--- src/rtl/axi_ctrl_pkg.sv ---
// Shared constants for the AXI-Lite control front end: response codes,
// register byte offsets, CTRL/STATUS bit positions and a decode helper.
package axi_ctrl_pkg;

    localparam logic [1:0] RESP_OKAY   = 2'b00;
    localparam logic [1:0] RESP_SLVERR = 2'b10;

    localparam logic [31:0] CTRL_OFS   = 32'h0000_0000;
    localparam logic [31:0] STATUS_OFS = 32'h0000_0004;
    localparam logic [31:0] CFG_BASE   = 32'h0000_0008;

    localparam int CTRL_START_BIT  = 0;
    localparam int CTRL_IRQ_EN_BIT = 1;
    localparam int STATUS_BUSY_BIT = 0;
    localparam int STATUS_DONE_BIT = 1;

    typedef enum logic [1:0] {
        SEL_NONE,
        SEL_CTRL,
        SEL_STATUS,
        SEL_CFG
    } reg_sel_e;

    // Byte offsets are decoded as 32-bit word indices.
    function automatic int word_index(input logic [31:0] ofs);
        return int'(ofs >> 2);
    endfunction

endpackage

--- src/rtl/axi_lite_csr_regfile.sv ---
// Register storage for CTRL/STATUS/CFG with byte strobes, the sticky DONE
// flag, the start pulse, the registered interrupt and the read mux.
module axi_lite_csr_regfile
    import axi_ctrl_pkg::*;
#(
    parameter int DATA_W  = 32,
    parameter int ADDR_W  = 32,
    parameter int NUM_CFG = 4,
    localparam int IDX_W  = ADDR_W - 2,
    localparam int STRB_W = DATA_W / 8
) (
    input  logic                      clk,
    input  logic                      rst,
    input  logic                      wr_en,
    input  logic [IDX_W-1:0]          wr_idx,
    input  logic [DATA_W-1:0]         wr_data,
    input  logic [STRB_W-1:0]         wr_strb,
    output logic                      wr_err,
    input  logic [IDX_W-1:0]          rd_idx,
    output logic [DATA_W-1:0]         rd_data,
    output logic                      rd_err,
    input  logic                      core_busy,
    input  logic                      core_done,
    output logic                      core_start,
    output logic                      irq,
    output logic [NUM_CFG*DATA_W-1:0] cfg_out
);

    logic                              irq_en_q;
    logic                              done_q;
    logic [NUM_CFG-1:0][DATA_W-1:0]    cfg_q;
    reg_sel_e                          wr_sel;
    reg_sel_e                          rd_sel;
    logic                              ctrl_wr;
    logic                              status_wr;

    function automatic reg_sel_e decode(input logic [IDX_W-1:0] idx);
        reg_sel_e sel;
        sel = SEL_NONE;
        if (idx == IDX_W'(word_index(CTRL_OFS)))
            sel = SEL_CTRL;
        else if (idx == IDX_W'(word_index(STATUS_OFS)))
            sel = SEL_STATUS;
        for (int i = 0; i < NUM_CFG; i++)
            if (idx == IDX_W'(word_index(CFG_BASE) + i))
                sel = SEL_CFG;
        return sel;
    endfunction

    assign wr_sel    = decode(wr_idx);
    assign rd_sel    = decode(rd_idx);
    assign wr_err    = (wr_sel == SEL_NONE);
    assign ctrl_wr   = wr_en && (wr_sel == SEL_CTRL) && wr_strb[0];
    assign status_wr = wr_en && (wr_sel == SEL_STATUS) && wr_strb[0];
    assign cfg_out   = cfg_q;

    // A core_done pulse wins over a simultaneous W1C clear of DONE.
    always_ff @(posedge clk) begin
        if (rst) begin
            irq_en_q   <= 1'b0;
            done_q     <= 1'b0;
            cfg_q      <= '0;
            core_start <= 1'b0;
            irq        <= 1'b0;
        end else begin
            core_start <= ctrl_wr && wr_data[CTRL_START_BIT] && !core_busy;
            if (ctrl_wr)
                irq_en_q <= wr_data[CTRL_IRQ_EN_BIT];
            if (core_done)
                done_q <= 1'b1;
            else if (status_wr && wr_data[STATUS_DONE_BIT])
                done_q <= 1'b0;
            irq <= done_q & irq_en_q;
            for (int i = 0; i < NUM_CFG; i++)
                for (int b = 0; b < STRB_W; b++)
                    if (wr_en && wr_idx == IDX_W'(word_index(CFG_BASE) + i) && wr_strb[b])
                        cfg_q[i][8*b +: 8] <= wr_data[8*b +: 8];
        end
    end

    always_comb begin
        rd_data = '0;
        rd_err  = 1'b0;
        case (rd_sel)
            SEL_CTRL:   rd_data[CTRL_IRQ_EN_BIT] = irq_en_q;
            SEL_STATUS: begin
                rd_data[STATUS_BUSY_BIT] = core_busy;
                rd_data[STATUS_DONE_BIT] = done_q;
            end
            SEL_CFG: begin
                for (int i = 0; i < NUM_CFG; i++)
                    if (rd_idx == IDX_W'(word_index(CFG_BASE) + i))
                        rd_data = cfg_q[i];
            end
            default:    rd_err = 1'b1;
        endcase
    end

endmodule

--- src/rtl/axi_lite_csr_slave.sv ---
// AXI4-Lite CSR slave: independent AW/W capture, single outstanding write
// response, registered read channel; register storage lives in the regfile.
module axi_lite_csr_slave
    import axi_ctrl_pkg::*;
#(
    parameter int DATA_W  = 32,
    parameter int ADDR_W  = 32,
    parameter int NUM_CFG = 4
) (
    input  logic                      clk,
    input  logic                      rst,
    input  logic [ADDR_W-1:0]         s_axi_awaddr,
    input  logic                      s_axi_awvalid,
    output logic                      s_axi_awready,
    input  logic [DATA_W-1:0]         s_axi_wdata,
    input  logic [DATA_W/8-1:0]       s_axi_wstrb,
    input  logic                      s_axi_wvalid,
    output logic                      s_axi_wready,
    output logic [1:0]                s_axi_bresp,
    output logic                      s_axi_bvalid,
    input  logic                      s_axi_bready,
    input  logic [ADDR_W-1:0]         s_axi_araddr,
    input  logic                      s_axi_arvalid,
    output logic                      s_axi_arready,
    output logic [DATA_W-1:0]         s_axi_rdata,
    output logic [1:0]                s_axi_rresp,
    output logic                      s_axi_rvalid,
    input  logic                      s_axi_rready,
    output logic                      core_start,
    input  logic                      core_busy,
    input  logic                      core_done,
    output logic [NUM_CFG*DATA_W-1:0] cfg_out,
    output logic                      irq
);

    localparam int IDX_W  = ADDR_W - 2;
    localparam int STRB_W = DATA_W / 8;

    logic                 ready_en_q;
    logic                 aw_full_q;
    logic [IDX_W-1:0]     aw_idx_q;
    logic                 w_full_q;
    logic [DATA_W-1:0]    w_data_q;
    logic [STRB_W-1:0]    w_strb_q;
    logic                 aw_hs;
    logic                 w_hs;
    logic                 ar_hs;
    logic                 commit;
    logic                 wr_err;
    logic [DATA_W-1:0]    rd_data;
    logic                 rd_err;
    logic                 unused_addr_bits;

    assign unused_addr_bits = &{1'b0, s_axi_awaddr[1:0], s_axi_araddr[1:0]};

    // Readies are gated by a registered flag so they stay low throughout reset.
    assign s_axi_awready = ready_en_q && !aw_full_q && !s_axi_bvalid;
    assign s_axi_wready  = ready_en_q && !w_full_q && !s_axi_bvalid;
    assign s_axi_arready = ready_en_q && !s_axi_rvalid;

    assign aw_hs  = s_axi_awvalid && s_axi_awready;
    assign w_hs   = s_axi_wvalid && s_axi_wready;
    assign ar_hs  = s_axi_arvalid && s_axi_arready;
    assign commit = aw_full_q && w_full_q && !s_axi_bvalid;

    always_ff @(posedge clk) begin
        if (rst) begin
            ready_en_q   <= 1'b0;
            aw_full_q    <= 1'b0;
            aw_idx_q     <= '0;
            w_full_q     <= 1'b0;
            w_data_q     <= '0;
            w_strb_q     <= '0;
            s_axi_bvalid <= 1'b0;
            s_axi_bresp  <= RESP_OKAY;
        end else begin
            ready_en_q <= 1'b1;
            if (aw_hs) begin
                aw_full_q <= 1'b1;
                aw_idx_q  <= s_axi_awaddr[ADDR_W-1:2];
            end
            if (w_hs) begin
                w_full_q <= 1'b1;
                w_data_q <= s_axi_wdata;
                w_strb_q <= s_axi_wstrb;
            end
            if (commit) begin
                aw_full_q    <= 1'b0;
                w_full_q     <= 1'b0;
                s_axi_bvalid <= 1'b1;
                s_axi_bresp  <= wr_err ? RESP_SLVERR : RESP_OKAY;
            end else if (s_axi_bvalid && s_axi_bready) begin
                s_axi_bvalid <= 1'b0;
            end
        end
    end

    always_ff @(posedge clk) begin
        if (rst) begin
            s_axi_rvalid <= 1'b0;
            s_axi_rdata  <= '0;
            s_axi_rresp  <= RESP_OKAY;
        end else if (ar_hs) begin
            s_axi_rvalid <= 1'b1;
            s_axi_rdata  <= rd_data;
            s_axi_rresp  <= rd_err ? RESP_SLVERR : RESP_OKAY;
        end else if (s_axi_rvalid && s_axi_rready) begin
            s_axi_rvalid <= 1'b0;
        end
    end

    axi_lite_csr_regfile #(
        .DATA_W  (DATA_W),
        .ADDR_W  (ADDR_W),
        .NUM_CFG (NUM_CFG)
    ) u_regfile (
        .clk        (clk),
        .rst        (rst),
        .wr_en      (commit),
        .wr_idx     (aw_idx_q),
        .wr_data    (w_data_q),
        .wr_strb    (w_strb_q),
        .wr_err     (wr_err),
        .rd_idx     (s_axi_araddr[ADDR_W-1:2]),
        .rd_data    (rd_data),
        .rd_err     (rd_err),
        .core_busy  (core_busy),
        .core_done  (core_done),
        .core_start (core_start),
        .irq        (irq),
        .cfg_out    (cfg_out)
    );

endmodule

--- config.mk ---
export PLATFORM = sky130hd
export DESIGN_NAME = axi_lite_csr_slave
export DESIGN_NICKNAME = d
export VERILOG_FILES = /design/src/rtl/axi_ctrl_pkg.sv /design/src/rtl/axi_lite_csr_regfile.sv /design/src/rtl/axi_lite_csr_slave.sv
export SDC_FILE = /design/constraint.sdc
export NUM_CORES = 1
export LEC_CHECK = 0
export ABC_AREA = 1
export BUFFER_PORTS_ARGS = -buffer_cell sky130_fd_sc_hd__buf_2
export CAP_MARGIN = 20
export CORE_ASPECT_RATIO = 0.8
export CORE_UTILIZATION = 40
export DETAILED_ROUTE_END_ITERATION = 8
export SYNTH_ARGS = -nofsm -noshare
export SYNTH_HDL_FRONTEND = slang
export SYNTH_SLANG_ARGS = --single-unit
export TNS_END_PERCENT = 20
--- constraint.sdc ---
create_clock -name clk -period 4.7 [get_ports clk]
set_input_delay 0.47 -clock clk [delete_from_list [all_inputs] [get_ports clk]]
set_output_delay 0.47 -clock clk [all_outputs]
set_load 0.02 [all_outputs]
==> Yosys cells after proc, flatten, opt, wreduce, memory -nomap -nowiden <==
Index checks and enable logic that the tools add are counted.
{ "totals": {"ff_bits": 239, "elab_cells": 127, "in_bits": 109, "out_inout_bits": 171} }
{ "op_classes": {"eq_ne": 15, "n_mux": 28, "bitwise_logic": 1, "n_reduce_logical": 52} }
{ "ops": {"columns": ["cell", "n"], "rows": [
  ["32-bit two-way mux", 4],
  ["30-bit by 2-bit equality test with 1-bit output, second input constant", 4],
  ["30-bit by 3-bit equality test with 1-bit output, second input constant", 4],
  ["30-bit by 1-bit equality test with 1-bit output, second input constant", 2],
  ["30-bit logical NOT", 2],
  ["1-bit logical AND", 39],
  ["30-bit two-way mux", 1],
  ["2-bit two-way mux", 14],
  ["1-bit two-way mux", 7],
  ["2-bit equality test, second input constant", 3],
  ["2-bit nonzero test", 3],
  ["1-bit logical NOT", 5],
  ["2-bit by 1-bit equality test with 1-bit output, second input constant", 2],
  ["1-bit one-hot mux with 3 select lines", 1],
  ["3-bit OR reduction", 1],
  ["2-bit logical NOT", 1],
  ["1-bit one-hot mux with 2 select lines", 1],
  ["2-bit OR reduction", 1],
  ["1-bit bitwise AND", 1]
]} }

==> Longest topological paths before layout <==
{ "logic_depth": {"word_depth": 13, "depth_mapped": 15, "mapped_depth_nobuf": 14} }

==> Hierarchy <==
A second synthesis with hierarchy kept.
{ "hier_totals": {"cells_unflattened": 1574, "area_unflattened_um2": 10845.4} }
{ "by_module_without_submodules": {"columns": ["mod", "seq_area_each_um2", "area_each_um2", "cells_per_inst", "instances"], "rows": [
  ["axi_lite_csr_regfile", 2642.5, 6465.0, 954, 1],
  ["axi_lite_csr_slave", 2102.0, 4380.5, 620, 1]
]} }

==> Least setup slack after synthesis <==
No wires, ideal clock.
{ "synth_timing": {"kind": "reg2reg", "start": "register s_axi_bvalid", "end": "register aw_idx_q[10]", "path_buffers": 1, "stages_incl_launch_ff": 7, "path_slack_ps": 2776, "required_ps": 4636, "t_arrival_ps": 1859, "synth_period_minus_slack_ps": 1924, "setup_ps": 64, "path_cell_list": "dfxtp_1 nor3_1 nand2_1 clkinv_1 clkbuf_1 nor2_1 nor2_1"} }
{ "synth_via": {"elab_chain_cells": 3} }
{ "synth_rtl": {"columns": ["element", "line_no", "rtl"], "rows": [
  ["from (decl)", "axi_lite_csr_slave.sv:20", "output logic s_axi_bvalid,"],
  ["from (signal assigned)", "axi_lite_csr_slave.sv:74", "s_axi_bvalid <= 1'b0;"],
  ["from (signal assigned)", "axi_lite_csr_slave.sv:90", "s_axi_bvalid <= 1'b1;"],
  ["from (signal assigned)", "axi_lite_csr_slave.sv:93", "s_axi_bvalid <= 1'b0;"],
  ["1-bit logical NOT", "axi_lite_csr_slave.sv:57", "assign s_axi_awready = ready_en_q && !aw_full_q && !s_axi_bvalid;"],
  ["1-bit logical AND", "axi_lite_csr_slave.sv:57", null],
  ["via s_axi_awready", "axi_lite_csr_slave.sv:14", "output logic s_axi_awready,"],
  ["1-bit logical AND", "axi_lite_csr_slave.sv:61", "assign aw_hs = s_axi_awvalid && s_axi_awready;"],
  ["to (signal assigned)", "axi_lite_csr_slave.sv:80", "aw_idx_q <= s_axi_awaddr[ADDR_W-1:2];"],
  ["to (decl)", "axi_lite_csr_slave.sv:41", "logic [IDX_W-1:0] aw_idx_q;"]
]} }
The timed path passes the listed nets, and every way through them passes these cells.
A chain may end at the register's enable or synchronous reset.

==> Final worst setup path <==
{ "layout_timing": {"start": "input port s_axi_araddr[15]", "end": "register s_axi_rdata[10]"} }
{ "layout_via": {"elab_chain_cells": 9, "word_cells_on_any_way": 18, "cone_classes": "eq/ne: 6; mux: 11; reduce/logical: 1"} }
{ "layout_rtl": {"columns": ["element", "line_no", "rtl"], "rows": [
  ["from (decl)", "axi_lite_csr_slave.sv:22", "input logic [ADDR_W-1:0] s_axi_araddr,"],
  ["30-bit by 1-bit equality test with 1-bit output", "axi_lite_csr_regfile.sv:42", "else if (idx == IDX_W'(word_index(STATUS_OFS)))"],
  ["2-bit two-way mux", "axi_lite_csr_regfile.sv:42", null],
  ["2-bit two-way mux", "axi_lite_csr_regfile.sv:40", "if (idx == IDX_W'(word_index(CTRL_OFS)))"],
  ["2-bit two-way mux (4 in a row)", "axi_lite_csr_regfile.sv:45", "if (idx == IDX_W'(word_index(CFG_BASE) + i))"],
  ["2-bit equality test", "axi_lite_csr_regfile.sv:84", "case (rd_sel)"],
  ["30-bit two-way mux (*)", "axi_lite_csr_regfile.sv:84", null],
  ["to (signal assigned)", "axi_lite_csr_slave.sv:105", "s_axi_rdata <= rd_data;"],
  ["to (decl)", "axi_lite_csr_slave.sv:25", "output logic [DATA_W-1:0] s_axi_rdata,"]
]} }
Every way passes the cells marked *; elsewhere a longest branch is shown, timed or not.

==> run_results.csv <==
group,metric,value,unit
floorplan,start_util,41.3,%
timing,rsz0062_at_grt,"false",
timing,slew_violations,0,
logic_synthesis,yosysUniqueCellTypes,38,
power_and_ir_drop,power.density,350,nW/um^2
clock_tree,h-tree-depth,1,
placement,pre_cts_slack,1.64,ns
power_and_ir_drop,switching_power,0.00106,W
setup_path,endpoint_kind,"flop",
logic_synthesis,synth_area_leader_cell,"dfxtp_1",
placement,port_buffers,273,
routing,post-route-drc-count,0,
clock_tree,holdBufCountCts,0,
logic_synthesis,yosysWarningCount,0,
routing,initialDrtViolationCount,1035,
setup_path,cp.required,5.16,ns
clock_tree,cts.sinks,237,
timing,setup_ws,2.14,ns
min_path,holdCritStartpoint,"core_done",
timing,tightest_slew,0.859,ns
power_and_ir_drop,total_power,0.00441,W
timing,min_period,2.56,ns
power_and_ir_drop,ir_worst_vdd,329,uV
placement,gp_congestion,0.849,
setup_path,regToRegStartpoint,"s_axi_bvalid",
grt,grt_pass1_vias,9021,
setup_path,worstSetupPathType,"in2reg",
clock_tree,clkTransAtPathRegs,0.06,ns
layout,final_nets,1779,
timing,tns,0,ns
floorplan,die_h,145,um
logic_synthesis,synthCells,1423,
clock_tree,cts.repair.resized,0,
routing,viasPerCell,5.11,
routing,routed-wl-met2,13.9,mm
floorplan,io_pins,280,
floorplan,die_area,26100,sq um
grt,grt_pass1_wl,52.4,mm
layout,syn2layout_area_growth,24.0,%
floorplan,die_x,180,um
timing,clock_skew,0.0117,ns
setup_path,startpoint_type,"input pin",
setup_path,worstRegToRegCells,7,
power_and_ir_drop,combinationalPowerShare,6.1,%
floorplan,rows,51,
logic_synthesis,yosys.area.top_type_share,46.7,%
layout,drive_gt1_share,23.5,%
logic_synthesis,netlist_area,10200,sq um
placement,dpl.hpwl,24.0,mm
routing,drt_pass1_iterations,5,
layout,mostFrequentLayoutCells,"nand2_1 (302), buf_2 (272), dfxtp_1 (237), nor2_1 (227), a21oi_1 (152)",
setup_path,cp.arrival,3.02,ns
logic_synthesis,synth_edf_count,0,
grt,grt-ovfl-total,0,
logic_synthesis,ys_ff_latch,237,
clock_tree,clk_latency,0.53,ns
timing,setup_violations,0,
grt,grt_start_max_net_pins,93,
layout,diodes,0,
power_and_ir_drop,p_clk_share,46.2,%
routing,dr_total_vias,10200,
logic_synthesis,ys.flop_type,"dfxtp_1",
flow_run,drv_cap,0,
power_and_ir_drop,power.leakage,5.57,nW
setup_path,reg2reg_slack,2.45,ns
clock_tree,post-cts-setup-buffers,0,
grt,grt_use_total,25.7,%
min_path,hp-class,"in2reg",
power_and_ir_drop,seqPwrFrac,47.7,%
setup_path,crit_start,"s_axi_araddr[15]",
timing,finalHoldViolCount,0,
timing,hold_slack,0.162,ns
logic_synthesis,ys_seq_area_share,46.7,%
routing,routed_wl,34.2,mm
min_path,hold_depth,3,
routing,post_drt_wl_per_cell,17.0,um
power_and_ir_drop,p_int,0.00336,W
timing,max_slew_margin,42.8,%
routing,antenna_left,0,
floorplan,core,24600,sq um
clock_tree,clock-root-buffer,"clkbuf_16",
logic_synthesis,syn_avg_cell_area,7.14,sq um
grt,grt_antenna_before_repair,0,
power_and_ir_drop,swShare,24.0,%
timing,max_freq,390,MHz
setup_path,crit_fanout,23,
logic_synthesis,synth_area_leaders,"dfxtp_1 (47%), nand2_1 (11%), nor2_1 (8.4%), a21oi_1 (7.5%), o21ai_0 (6.9%)",
logic_synthesis,synthArstFlopShare,0,%
clock_tree,cts_tree,"done",
clock_tree,clk_path_buf_depth,3,
run_status,status,"complete, no violations",
layout,final_common_cell,"nand2_1",
routing,route.met3.wl,2.90,mm
routing,wl_met1,16.8,mm
timing,fin_crit_sh,54.6,%
routing,routed.top_layer,"met4",
clock_tree,cts-buffers-inserted,26,
synthesized netlist by cell type (all sizes together), types with 4 or more instances:
cell type,n
nand2,311
buf,17
or2,13
clkinv,4
nor3,14
o22ai,4
nand4,40
nor2,247
o21ai,142
clkbuf,53
a21oi,152
inv,102
nand3,77
dfxtp,237
routing by layer:
metal | up-vias | GRT usage (%)
met5 | - | 0
met4 | 0 | 5.26
met3 | 39 | 4.18
met2 | 444 | 37.4
met1 | 4630 | 39.4
li1 | 5136 | -
critical path: stages:
cell     delay, ns
buf_2         0.11
nor2_1        0.09
nand3_1       0.07
nor2_1        0.41
nand3_2       0.58
nand3_1       0.30
nand2_1       0.13
nor2_4        0.50
nand3_1       0.19
a21oi_1       0.16
per-stage QoR:
| stage | cells | util [%] | instance area, sq um |
|---|---|---|---|
| 2_1_floorplan | 1424 | - | 10200 |
| 3_3_place_gp | 1959 | 47.6 | 11700 |
| 3_5_place_dp | 1960 | 47.7 | 11700 |
| 4_1_cts | 2006 | 51.2 | 12600 |
| 5_1_grt | 2006 | 51.2 | 12600 |
| 6_report | 2006 | 51.2 | 12600 |
path summary, 6_finish.rpt:
path | endpoint
setup / recovery | s_axi_rdata[10]
hold / removal | u_regfile.done_q
setup reg to reg | w_data_q[6]
hold reg to reg | s_axi_rdata[17]
power by group through the flow:
stage	clock network [W]	registers, W	logic (W)
after CTS	0.00207	0.00210	0.000269
after global routing	0.00217	0.00211	0.000304
after floorplan	0	0.00213	0.000176
final	0.00204	0.00211	0.000267
after global placement	0	0.00215	0.000266
after detailed placement	0	0.00215	0.000269
cell type report:
cell class,instances,area (sq um)
Sequential cell,237,4740
Inverter,106,398
Multi-Input combinational cell,1011,4720
Clock buffer,37,783
Fill cell,2545,12000
Tap cell,318,398
Timing Repair Buffer,288,1480
Clock inverter,9,77.6
state kept, by name, indices dropped and copies added, names as in the netlist, 4 cells and up:
register	flops
w_data_q	32
aw_idx_q	30
s_axi_rdata	32
u_regfile.cfg_out	128
w_strb_q	4
cells by family after synthesis:
group | share of synthesized area (%)
AO/OA/AOI/OAI | 15.2
flip-flops | 46.7
buffers and inverters | 6.92
other | 0.0369
AND/OR/NAND/NOR | 31.2
Power figures use the tool's default switching activity.
